<file path="src/rtl/shift_seq.sv">
// Multi-cycle shift/rotate sequencer: repeats the single-step shift 'count' times, carry threaded between steps.
// Latency: done pulses count+1 cycles after the cycle start is driven (count=0 -> next cycle).
// Backpressure: start is ignored while busy; start in the done cycle is accepted back-to-back.
module shift_seq #(
    parameter int WIDTH = 8,
    parameter int CNTW  = 3
) (
    input  logic             clk,
    input  logic             rst_n,
    input  logic             start,
    input  logic [WIDTH-1:0] din,
    input  logic             cin,
    input  logic [2:0]       mode,
    input  logic [CNTW-1:0]  count,
    output logic [WIDTH-1:0] dout,
    output logic             cout,
    output logic             busy,
    output logic             done
);

    typedef enum logic [1:0] {
        IDLE,
        RUN,
        DONE
    } state_t;

    state_t           state;
    logic [2:0]       mode_q;
    logic [CNTW-1:0]  remaining;
    logic             nb;
    logic [WIDTH-1:0] step_d;
    logic             step_c;

    // One step of the shared shift op, applied to the current result/carry.
    always_comb begin
        nb     = mode_q[1] ? (mode_q[0] ? dout[WIDTH-1] : dout[0]) : (cout & mode_q[0]);
        step_d = '0;
        step_c = 1'b0;
        if (mode_q[2]) begin
            step_d = {nb, dout[WIDTH-1:1]};
            step_c = dout[0];
        end else begin
            step_d = {dout[WIDTH-2:0], nb};
            step_c = dout[WIDTH-1];
        end
    end

    always_ff @(posedge clk or negedge rst_n) begin
        if (!rst_n) begin
            state     <= IDLE;
            dout      <= '0;
            cout      <= 1'b0;
            busy      <= 1'b0;
            done      <= 1'b0;
            mode_q    <= '0;
            remaining <= '0;
        end else begin
            case (state)
                IDLE, DONE: begin
                    if (start) begin
                        dout      <= din;
                        cout      <= cin;
                        mode_q    <= mode;
                        remaining <= count;
                        if (count != '0) begin
                            state <= RUN;
                            busy  <= 1'b1;
                            done  <= 1'b0;
                        end else begin
                            state <= DONE;
                            busy  <= 1'b0;
                            done  <= 1'b1;
                        end
                    end else begin
                        state <= IDLE;
                        busy  <= 1'b0;
                        done  <= 1'b0;
                    end
                end
                RUN: begin
                    dout      <= step_d;
                    cout      <= step_c;
                    remaining <= remaining - 1'b1;
                    if (remaining == CNTW'(1)) begin
                        state <= DONE;
                        busy  <= 1'b0;
                        done  <= 1'b1;
                    end
                end
                default: begin
                    state <= IDLE;
                    busy  <= 1'b0;
                    done  <= 1'b0;
                end
            endcase
        end
    end

endmodule

</file>
<file path="config.mk">
export PLATFORM = sky130hd
export DESIGN_NAME = shift_seq
export DESIGN_NICKNAME = d
export VERILOG_FILES = /design/src/rtl/shift_seq.sv
export SDC_FILE = /design/constraint.sdc
export NUM_CORES = 1
export LEC_CHECK = 0
export BUFFER_PORTS_ARGS = -buffer_cell sky130_fd_sc_hd__buf_2
export CORE_MARGIN = 2
export CORE_UTILIZATION = 45
export DETAILED_ROUTE_END_ITERATION = 6
export GPL_TIMING_DRIVEN = 1
export HOLD_SLACK_MARGIN = 0.1
export PLACE_DENSITY = 0.8
export RECOVER_POWER = 100
export SLEW_MARGIN = 25
export SYNTH_ARGS = -nofsm -noshare
export SYNTH_HDL_FRONTEND = slang
export SYNTH_SLANG_ARGS = --single-unit
</file>
<file path="constraint.sdc">
create_clock -name clk -period 1.7 [get_ports clk]
set_clock_uncertainty 0.15 [all_clocks]
set_input_delay 0.255 -clock clk [delete_from_list [all_inputs] [get_ports clk]]
set_output_delay 0.255 -clock clk [all_outputs]
set_load 0.02 [all_outputs]
</file>
Word level (Yosys, flattened, before mapping)
Index checks and enable logic that the tools add are counted.

Output and inout port bits: 11. Flip-flop bits (word level): 19. Word-level logic and storage cells: 42. Bits of input ports: 18.

Reduce and logical (&&, ||, !) cells: 6. Bitwise logic cells: 1. Add/sub/neg operators: 1. Multiplexer cells: 22. Eq/ne operators: 5.

Operators with widths (number): $mux 8 (2); $pmux 8 s2 (1); $mux 1 (10); $mux 2 (3); $pmux 1 s2 (3); $pmux 3 s2 (1); $ne 2x2->1 const B (2); $pmux 2 s2 (1); $reduce_and 2->1 (2); $eq 3x1->1 const B (1); $mux 3 (1); $reduce_bool 3->1 (1); $sub 3x1->3 const B (1); $eq 2x1->1 const B (1); $eq 2x2->1 const B (1); $logic_not 2->1 (1); $reduce_bool 2->1 (1); $reduce_or 2->1 (1); $and 1x1->1 (1).

Logic depth before layout (Yosys ltp)
Gate-level depths: netlist of run 1.

Depth after elaboration: 4. Mapped depth: 5. Mapped depth without buffers: 4.

Worst setup path after synthesis of run 1
Ideal clock, no wire load.

Kind: register -> register. Start point: reg done (netlist name). End point: reg remaining[2]. Period minus slack after synthesis: 1.371 ns. Path slack: 0.329 ns. Data required time: 1.415 ns. Arrival time: 1.085 ns. Stages on the path, launching flop included: 5. Buffers on the path: 1. Setup time: 0.135 ns. Cell sequence: dfrtp_1 > and2b_1 > buf_4 > a211oi_2 > a311oi_2.

RTL lines: end signal, assigned (line 64) `remaining <= count;`; end signal, assigned (line 83) `remaining <= remaining - 1'b1;`; end, declared (line 29) `logic [CNTW-1:0] remaining;`.

Worst setup path after layout of run 1
Start point: reg state[0]. End point: reg remaining[2].

Cells in the longest elaborated chain, start to end: 4. Elaborated cells between the ends (all ways): 8. Those cells by class: 3 x eq/ne; 1 x mux; 4 x reduce/logical.

RTL lines: start, declared (line 27) `state_t state;`; start signal, assigned (line 50) `state <= IDLE;`; start signal, assigned (line 66) `state <= RUN;`; start signal, assigned (line 70) `state <= DONE;`; $eq 2x2->1 / $logic_not 2->1 (equally long branches) (line 58) `case (state)`; $reduce_or 2->1 (line 58); $ne 2x2->1 (no line) / $reduce_bool 2->1 (equally long branches); $reduce_and 2->1 (no line).

Several ways; a longest one is shown, not always the timed one. A chain may end at the register's enable or synchronous reset.

==> reports/qor.yml, run 1 <==
status: "finished, final reports clean"
routed_wl_um: 2440
cts_tree: "built"
synth_cell_types: 32
die_area_mm2: 0.00263
yosysWarnings: 0
drt-initial-drc-count: 24
io_pins: 29
combPwrFrac: 0.508
fin_crit_ns: 1.57
switchingPower_mw: 1.09
finalMaxSlewViolations: 0
gr-total-overflow: 0
worstSetupPathType: "reg2reg"
grt_pass1_wl_um: 3960
holdCritPathClass: "in2reg"
path_max_fanout: 13
endpoint_kind: "register"
cts.path.max_buffers: 2
postCtsSetupRepairBufs: 0
cts_max_level: 1
p_leak_nw: 0.575
syn_inst: 104
startpoint_type: "register"
synthMostInstantiatedCell: "nand2_1"
finalHoldViolCount: 0
rows: 17
placement.cell_area_mm2: 0.00116
start_util: 0.464
cpPeakStageDelay_ns: 0.46
drive_above_1_share: 0.186
diodes: 0
clk-insertion-delay-late_ns: 0.29
tns_ns: 0
grt_max_degree: 19
fmax_mhz: 637
switching_share: 0.455
grt_setup_unrepaired: "false"
cts-root-buf: "clkbuf_4"
synth.avg_cell_area_um2: 9.68
fill_cells: 201
cts_sinks: 18
cap_violations: 0
synthTopCellsByCount: "nand2_1 (21), dfrtp_1 (18), a211oi_1 (9)"
cp_cell_sequence: "nor2b_1 > buf_12 > a211oi_2 > a311oi_2"
synth_seq_area_share: 0.447
ant_nets: 0
synthesis.nets: 124
slew_headroom: 0.320
worst_pin_slew_ns: 1.02
clkPwrFrac: 0.114
vias_per_cell: 5.45
vias: 943
portBuffers: 28
dp_hpwl_um: 1630
yosysTopAreaCellShare: 0.447
peakVddDrop_mv: 0.927
drt-wirelength-per-cell_um: 14.1
drc: 0
grt_pass1_vias: 867
fin_nets: 166
worstPathArrival_ns: 1.63
final_area_mm2: 0.00131
multiInputGateArea_um2: 482
antenna_found_initial: 0
power.density_mw_per_mm2: 1830
first_pass_iters: 4
ys.flop_type: "dfrtp_1"
p_int_mw: 1.30
critPathRequiredTime_ns: 1.76
die_h_um: 51.3
core_mm2: 0.00217
regArea_um2: 450
yosys-top-cells-area: "dfrtp_1 (45%), nand2_1 (7.8%), a211oi_1 (6.7%), a31oi_1 (4.3%), buf_6 (3.4%)"
synth-seq-cells: 18
setup_viol: 0
fin_crit_sh: 0.924
whs_ns: 0.119
die_x_um: 51.3
numCtsBuffers: 3
grt_usage: 0.203
slowest_stage: "dfrtp_1"
gp_congestion: 0.766
p_seq_frac: 0.378
synth_edf_count: 0
postSynth.asyncResetShare: 1.00
syn2layout_area_growth_pct: 29.6
clk_pin_slew_worst_paths_ns: 0.11
syn_area_mm2: 0.00101
synth_top_area_cell: "dfrtp_1"
-- sequential cells by signal, summed over array words and instances, names as in the netlist --
name and count:
busy 1, dout 8, remaining 3, cout 1, state 1, mode_q 3
done 1
-- placed cells by master, fill, tap and decap left out --
cell type | Yosys | final
or3_1 | 1 | 1
buf_12 | 0 | 1
mux2_2 | 1 | 1
nand3_1 | 3 | 3
clkbuf_4 | 0 | 3
o21ai_0 | 5 | 5
inv_1 | 3 | 3
and2b_1 | 1 | 1
a22o_1 | 1 | 1
nand2b_1 | 2 | 2
a22oi_1 | 1 | 1
dfrtp_1 | 18 | 18
buf_4 | 2 | 2
a311oi_2 | 1 | 1
and3b_1 | 1 | 1
o31ai_2 | 1 | 1
nor2_1 | 1 | 1
dlygate4sd3_1 | 0 | 13
mux2i_1 | 2 | 2
nor2b_1 | 4 | 5
and2_1 | 3 | 3
nand2_1 | 21 | 22
clkbuf_8 | 0 | 1
clkbuf_1 | 0 | 12
or2b_1 | 1 | 1
a211oi_1 | 9 | 9
ha_1 | 2 | 2
o21a_1 | 2 | 2
o22ai_1 | 1 | 1
a211oi_2 | 1 | 1
o211ai_1 | 1 | 1
a31oi_1 | 7 | 7
a32o_1 | 1 | 1
buf_2 | 2 | 16
-- cell families (layout without fill, tap and decap cells) --
family / Yosys count / in the layout / share of synthesized area
buf+inv: 10 / 51 / 0.0696
simple gates: 40 / 40 / 0.198
compound gates: 31 / 31 / 0.230
flops: 18 / 18 / 0.447
fa+ha+maj: 2 / 2 / 0.0248
mux: 3 / 3 / 0.0311
-- power groups by stage --
| stage | Combinational [mW] | Sequential (mW) | Clock [mW] |
|---|---|---|---|
| floorplan | 0.836 | 0.983 | 0 |
| global placement | 1.20 | 0.892 | 0 |
| detailed placement | 1.22 | 0.907 | 0 |
| CTS | 1.25 | 0.901 | 0.280 |
| global route | 1.35 | 0.942 | 0.302 |
| finish | 1.21 | 0.903 | 0.272 |
-- area by class of cell --
type,count,area share
inverter,3,0.00863
sequential,18,0.345
timing repair buffer,44,0.222
multi-input combinational,76,0.369
clock buffer,4,0.0278
tap,28,0.0268
-- path summary, 6_finish.rpt --
kind / end / slack [ns] / cells past startpoint / startpoint
max: remaining[2] / 0.13 / 4 / state[0]
min: remaining[2] / 0.12 / 3 / count[2]
max reg2reg: remaining[2] / 0.13 / 4 / state[0]
min reg2reg: remaining[1] / 0.39 / 2 / remaining[1]
max in group asynchronous: dout[4] / 0.31 / 2 / rst_n
min in group asynchronous: dout[7] / 0.49 / 2 / rst_n
-- metrics by stage --
stage | instances | worst slack, ns | power, mW | util
2_1_floorplan | 104 | 0.329 | 1.82 | -
3_3_place_gp | 156 | 0.341 | 2.09 | 0.534
3_5_place_dp | 156 | 0.308 | 2.13 | 0.534
4_1_cts | 173 | 0.195 | 2.43 | 0.611
5_1_grt | 173 | 0.0803 | 2.59 | 0.601
6_report | 173 | 0.130 | 2.39 | 0.601
-- per-layer routing --
metal / vias up / track usage / share of wire
li1: 456 / - / -
met1: 440 / 0.261 / 0.44
met2: 43 / 0.346 / 0.49
met3: 4 / 0.0439 / 0.057
met4: 0 / 0.0526 / 0.011
met5: - / 0 / 0
-- worst max-delay path, delay by kind of cell (launching register included) --
kind,cells,cell delay [ns]
AO/OA/AOI/OAI,2,0.24
buffers and inverters,1,0.20
AND/OR/NAND/NOR,1,0.44
flip-flops,1,0.46
-- repair_timing --
| action | CTS | global route |
|---|---|---|
| hold buffers | 13 | 0 |
| endpoints found under the hold margin | 30 | 0 |
| gates resized for setup | 0 | 0 |
| endpoints found under the setup margin | 0 | 0 |
Power figures use the tool's default switching activity.
==> run 2: changes to the inputs <==
SETUP_SLACK_MARGIN = 0.3   (was not set)
==> run 2 against run 1 <==
Clock power is essentially flat. Critical path depth shrank 1. Hold slack lost 0.0060 ns. Die area is the same. Clock-buffer cell count is the same. Non-clock buffer count grew 3. Sequential power grew 2.7%. Critical path type unchanged. Highest routed layer unchanged.
==> reports/qor.yml, run 2 (same netlist as run 1, synthesis figures left out) <==
status: "finished, final reports clean"
worstPathArrival_ns: 1.53  # -0.10 ns
drt-wirelength-per-cell_um: 14.6  # +3.7%
grt_pass1_vias: 832  # -4.0%
grt_usage: 0.205  # +0.00186
cap_violations: 0  # unchanged
endpoint_kind: "register"
cts_max_level: 1  # unchanged
p_int_mw: 1.37  # +5.3%
worst_pin_slew_ns: 0.416  # -0.605 ns
syn2layout_area_growth_pct: 34.9
gp_congestion: 0.766  # unchanged
start_util: 0.464  # unchanged
routed_wl_um: 2570  # +5.5%
die_x_um: 51.3  # unchanged
ant_nets: 0  # unchanged
fill_cells: 195  # -3.0%
holdCritPathClass: "in2reg"
final_cell_mix: "nand2_1 (21), buf_2 (19), dfrtp_1 (16), dlygate4sd3_1 (13), clkbuf_1 (9)"
finalHoldViolCount: 0  # unchanged
cts_sinks: 18  # unchanged
critPathRequiredTime_ns: 1.77  # about the same
slew_headroom: 0.723  # +0.403
grt_max_degree: 19  # unchanged
combPwrFrac: 0.522  # +0.014
drt-initial-drc-count: 33  # +38%
p_leak_nw: 0.607  # +5.5%
drc: 0  # unchanged
vias_per_cell: 5.38  # -1.3%
largest_reg_flops: 8  # unchanged
clkPwrFrac: 0.109  # -0.005
dp_hpwl_um: 1630  # unchanged
final_common_cell: "nand2_1"
antenna_found_initial: 0  # unchanged
p_seq_frac: 0.369  # -0.009
switching_share: 0.455  # about the same
portBuffers: 28  # unchanged
grt_pass1_wl_um: 3950  # -0.18%
die_h_um: 51.3  # unchanged
startpoint_type: "register"
fin_nets: 169  # +1.8%
path_max_fanout: 12  # -1
gr-total-overflow: 0  # unchanged
core_mm2: 0.00217  # unchanged
tns_ns: 0  # unchanged
die_area_mm2: 0.00263  # unchanged
fin_crit_sh: 0.862  # -0.0616
path_buf_inv: 0  # -1
finalMaxSlewViolations: 0  # unchanged
slowest_stage: "dfrtp_1"
worstSetupPathType: "reg2reg"
io_pins: 29  # unchanged
clk-insertion-delay-late_ns: 0.30  # about the same
power.density_mw_per_mm2: 1850  # +1.1%
rows: 17  # unchanged
setup_viol: 0  # unchanged
regMostFlops: "dout"
final_util: 0.626  # +0.0248
cp_top_family: "flip-flops"
numCtsBuffers: 3  # unchanged
cts.path.max_buffers: 2  # unchanged
clk_pin_slew_worst_paths_ns: 0.11  # about the same
grt_setup_unrepaired: "true"
vias: 947  # +0.42%
cpPeakStageDelay_ns: 0.53  # +0.07 ns
cts-root-buf: "clkbuf_4"
cts_tree: "built"
fin_crit_ns: 1.47  # -0.105 ns
first_pass_iters: 5  # +1
total_power_mw: 2.51  # +5.3%
peakVddDrop_mv: 1.03  # +11%
switchingPower_mw: 1.14  # +5.3%
cp_cell_sequence: "or2b_1 > nor2_1 > a311oi_2"
reg_top3: "dout x8, mode_q x3, remaining x3"
drive_above_1_share: 0.270  # +0.0841
fmax_mhz: 682  # +7.1%
diodes: 0  # unchanged
run 2: changes by cell type in the layout (fill, tap and decap cells not counted), sizes merged:
cell / change
buf: +6
clkbuf: -3
run 2: worst paths after layout:
path,from,to,slack [ns],depth (start not counted)
max in group asynchronous,rst_n,mode_q[2],0.83,2
worst max-delay path,state[0],remaining[2],0.23,3
worst min register to register,remaining[1],remaining[1],0.38,2
min in group asynchronous,rst_n,dout[7],0.25,2
worst max register to register,state[0],remaining[2],0.23,3
worst min-delay path,count[2],remaining[2],0.11,3
run 2: what timing repair did:
action | in CTS | in global routing
gates resized for setup | 3 | 8
setup buffers | 0 | 3
endpoints found under the hold margin | 30 | 0
hold buffers | 13 | 0
endpoints found under the setup margin | 1 | 11
gates cloned | 0 | 0
run 2: metrics by stage:
| stage | cells | cell area [um^2] | worst slack [ns] | hold slack [ns] |
|---|---|---|---|---|
| final | 176 | 1360 | 0.234 | 0.113 |
| after global routing | 176 | 1360 | 0.160 | 0.106 |
| after CTS | 173 | 1340 | 0.319 | 0.109 |
| after detailed placement | 156 | 1160 | 0.308 | 0.0622 |
| after global placement | 156 | 1160 | 0.341 | 0.0555 |
| after floorplan | 104 | 1010 | 0.329 | -0.191 |
run 2: cell type report:
| class | count | area [um^2] | share of cell area |
|---|---|---|---|
| Sequential cell | 18 | 453 | 0.333 |
| Tap cell | 28 | 35.0 | 0.0258 |
| Timing Repair Buffer | 47 | 317 | 0.233 |
| Inverter | 3 | 11.3 | 0.00829 |
| Multi-Input combinational cell | 76 | 507 | 0.373 |
| Clock buffer | 4 | 36.3 | 0.0267 |
run 2: power groups by stage:
| stage | Combinational [mW] | Clock [mW] | Sequential, mW |
|---|---|---|---|
| finish | 1.31 | 0.275 | 0.927 |
| global route | 1.45 | 0.305 | 0.959 |
| CTS | 1.27 | 0.280 | 0.906 |
| detailed placement | 1.22 | 0 | 0.907 |
| global placement | 1.20 | 0 | 0.892 |
| floorplan | 0.836 | 0 | 0.983 |
run 2: worst min-delay path, stage by stage:
cell	delay (ns)
buf_2	0.10
nor2_1	0.12
a311oi_2	0.06
run 2: metal layers:
layer / part of all wire / GRT usage
met5: 0 / 0
met4: 0.011 / 0.0526
met3: 0.062 / 0.0439
met2: 0.51 / 0.344
met1: 0.42 / 0.269
==> run 3: changes to the inputs <==
RECOVER_POWER = not set   (was 100)
TNS_END_PERCENT = 1   (was not set)
==> run 3 against run 2 <==
Routed wire length is 4.5% lower. Critical path depth did not move. Sequential power shrank 1%. Clock power is essentially flat. Hold slack better by 0.0089 ns. Register-to-register slack improved by 0.11 ns. Cell count shrank 1.7%. Critical endpoint unchanged.
==> reports/qor.yml, run 3 (same netlist as run 1, synthesis figures left out) <==
status: "finished, final reports clean"
path_max_fanout: 8  # -4
cp_cell_sequence: "and2b_2 > a211oi_2 > a311oi_2"
die_h_um: 51.3  # unchanged
portBuffers: 28  # unchanged
grt_pass1_vias: 832  # unchanged
cp_top_family: "flip-flops"
fin_crit_sh: 0.796  # -0.0659
rows: 17  # unchanged
grt_pass1_wl_um: 3950  # unchanged
slowest_stage: "dfrtp_2"
critPathRequiredTime_ns: 1.73  # -0.04 ns
drt-wirelength-per-cell_um: 14.2  # -2.8%
io_pins: 29  # unchanged
cts_max_level: 1  # unchanged
die_x_um: 51.3  # unchanged
largest_reg_flops: 8  # unchanged
cts.path.max_buffers: 2  # unchanged
p_int_mw: 1.37  # about the same
fill_cells: 188  # -3.6%
start_util: 0.464  # unchanged
met2_usage: 0.344  # unchanged
final_util: 0.620  # -0.00634
clkPwrFrac: 0.111  # +0.002
fin_crit_ns: 1.35  # -0.112 ns
switching_share: 0.445  # -0.0100
clk-insertion-delay-late_ns: 0.30  # about the same
switchingPower_mw: 1.10  # -4.0%
power.density_mw_per_mm2: 1830  # -0.87%
drc: 0  # unchanged
dp_hpwl_um: 1630  # unchanged
grt_usage: 0.205  # unchanged
reg_top3: "dout x8, mode_q x3, remaining x3"
vias_per_cell: 5.43  # +0.87%
multiInputGateArea_um2: 502  # -0.99%
cts_tree: "built"
first_pass_iters: 5  # unchanged
startpoint_type: "register"
total_power_mw: 2.47  # -1.9%
syn2layout_area_growth_pct: 33.5
regArea_um2: 455  # +0.55%
finalMaxSlewViolations: 0  # unchanged
core_mm2: 0.00217  # unchanged
final_cell_mix: "buf_2 (28), nand2_1 (21), dfrtp_1 (14), dlygate4sd3_1 (13), a211oi_1 (8)"
gp_congestion: 0.766  # unchanged
regMostFlops: "dout"
ant_nets: 0  # unchanged
worstPathArrival_ns: 1.38  # -0.15 ns
grt_max_degree: 19  # unchanged
drt-initial-drc-count: 32  # -3.0%
routed_wl_um: 2460  # -4.5%
cap_violations: 0  # unchanged
cts_sinks: 18  # unchanged
path_buf_inv: 0  # unchanged
slew_headroom: 0.714  # -0.00853
reg2reg_slack_ns: 0.35  # +0.11 ns
grt_setup_unrepaired: "true"
peakVddDrop_mv: 0.925  # -9.8%
holdCritPathClass: "in2reg"
antenna_found_initial: 0  # unchanged
tns_ns: 0  # unchanged
gr-total-overflow: 0  # unchanged
numCtsBuffers: 3  # unchanged
cpPeakStageDelay_ns: 0.48  # -0.05 ns
grtUsageMet3: 0.0439  # unchanged
worstSetupPathType: "reg2reg"
p_leak_nw: 0.613  # +1.0%
clk_pin_slew_worst_paths_ns: 0.11  # about the same
diodes: 0  # unchanged
final_common_cell: "buf_2"
combPwrFrac: 0.517  # -0.005
use_met1: 0.269  # unchanged
fmax_mhz: 739  # +8.3%
worst_pin_slew_ns: 0.429  # +0.0128 ns
die_area_mm2: 0.00263  # unchanged
setup_viol: 0  # unchanged
finalHoldViolCount: 0  # unchanged
vias: 939  # -0.84%
endpoint_kind: "register"
p_seq_frac: 0.372  # +0.003
cts-root-buf: "clkbuf_4"
busiest_layer: "met2"
fin_nets: 166  # -1.8%
postCtsSetupRepairBufs: 0  # unchanged
drive_above_1_share: 0.331  # +0.0608
run 3: cell types whose count changed in the layout (fill, tap and decap cells not counted), sizes merged:
cell / previous run / this run
buf: 25 / 31
clkbuf: 13 / 4
run 3: final cells by class:
class / count / area share
repair buffers: 44 / 0.227
inverters: 3 / 0.00837
well taps: 28 / 0.0260
clock buffers: 4 / 0.0270
flip-flops and latches: 18 / 0.339
multi-input cells: 76 / 0.373
run 3: power by group through the flow:
| stage | registers (mW) | clock network [mW] | logic (mW) |
|---|---|---|---|
| 2_1_floorplan | 0.983 | 0 | 0.836 |
| 3_3_place_gp | 0.892 | 0 | 1.20 |
| 3_5_place_dp | 0.907 | 0 | 1.22 |
| 4_1_cts | 0.906 | 0.280 | 1.27 |
| 5_1_grt | 0.956 | 0.303 | 1.41 |
| 6_report | 0.916 | 0.274 | 1.28 |
run 3: path summary, 6_finish.rpt:
path | startpoint | end | cells past startpoint
worst max-delay path | state[0] | remaining[2] | 3
worst min-delay path | count[2] | remaining[2] | 3
worst max register to register | state[0] | remaining[2] | 3
worst min register to register | remaining[1] | remaining[1] | 2
max in group asynchronous | rst_n | state[0] | 2
min in group asynchronous | rst_n | dout[6] | 2
run 3: worst register-to-register path: stages (launching register included):
cell and delay [ns]:
dfrtp_2 0.48, and2b_2 0.28, a211oi_2 0.27, a311oi_2 0.05
run 3: stage by stage:
step	area [um^2]	hold WS (ns)	instances	worst slack (ns)
final	1350	0.122	173	0.346
after global routing	1350	0.110	173	0.277
after CTS	1340	0.109	173	0.319
after detailed placement	1160	0.0622	156	0.308
after global placement	1160	0.0555	156	0.341
after floorplan	1010	-0.191	104	0.329
run 3: routing by layer:
| metal | wire length [um] | part of all wire |
|---|---|---|
| met1 | 1050 | 0.43 |
| met2 | 1220 | 0.50 |
| met3 | 155 | 0.063 |
| met4 | 27 | 0.011 |
| met5 | 0 | 0 |
run 3: repair_timing:
item,CTS,global route
endpoints found under the hold margin,30,0
gates resized for setup,3,5
setup endpoints to repair,1,11
hold buffers,13,0
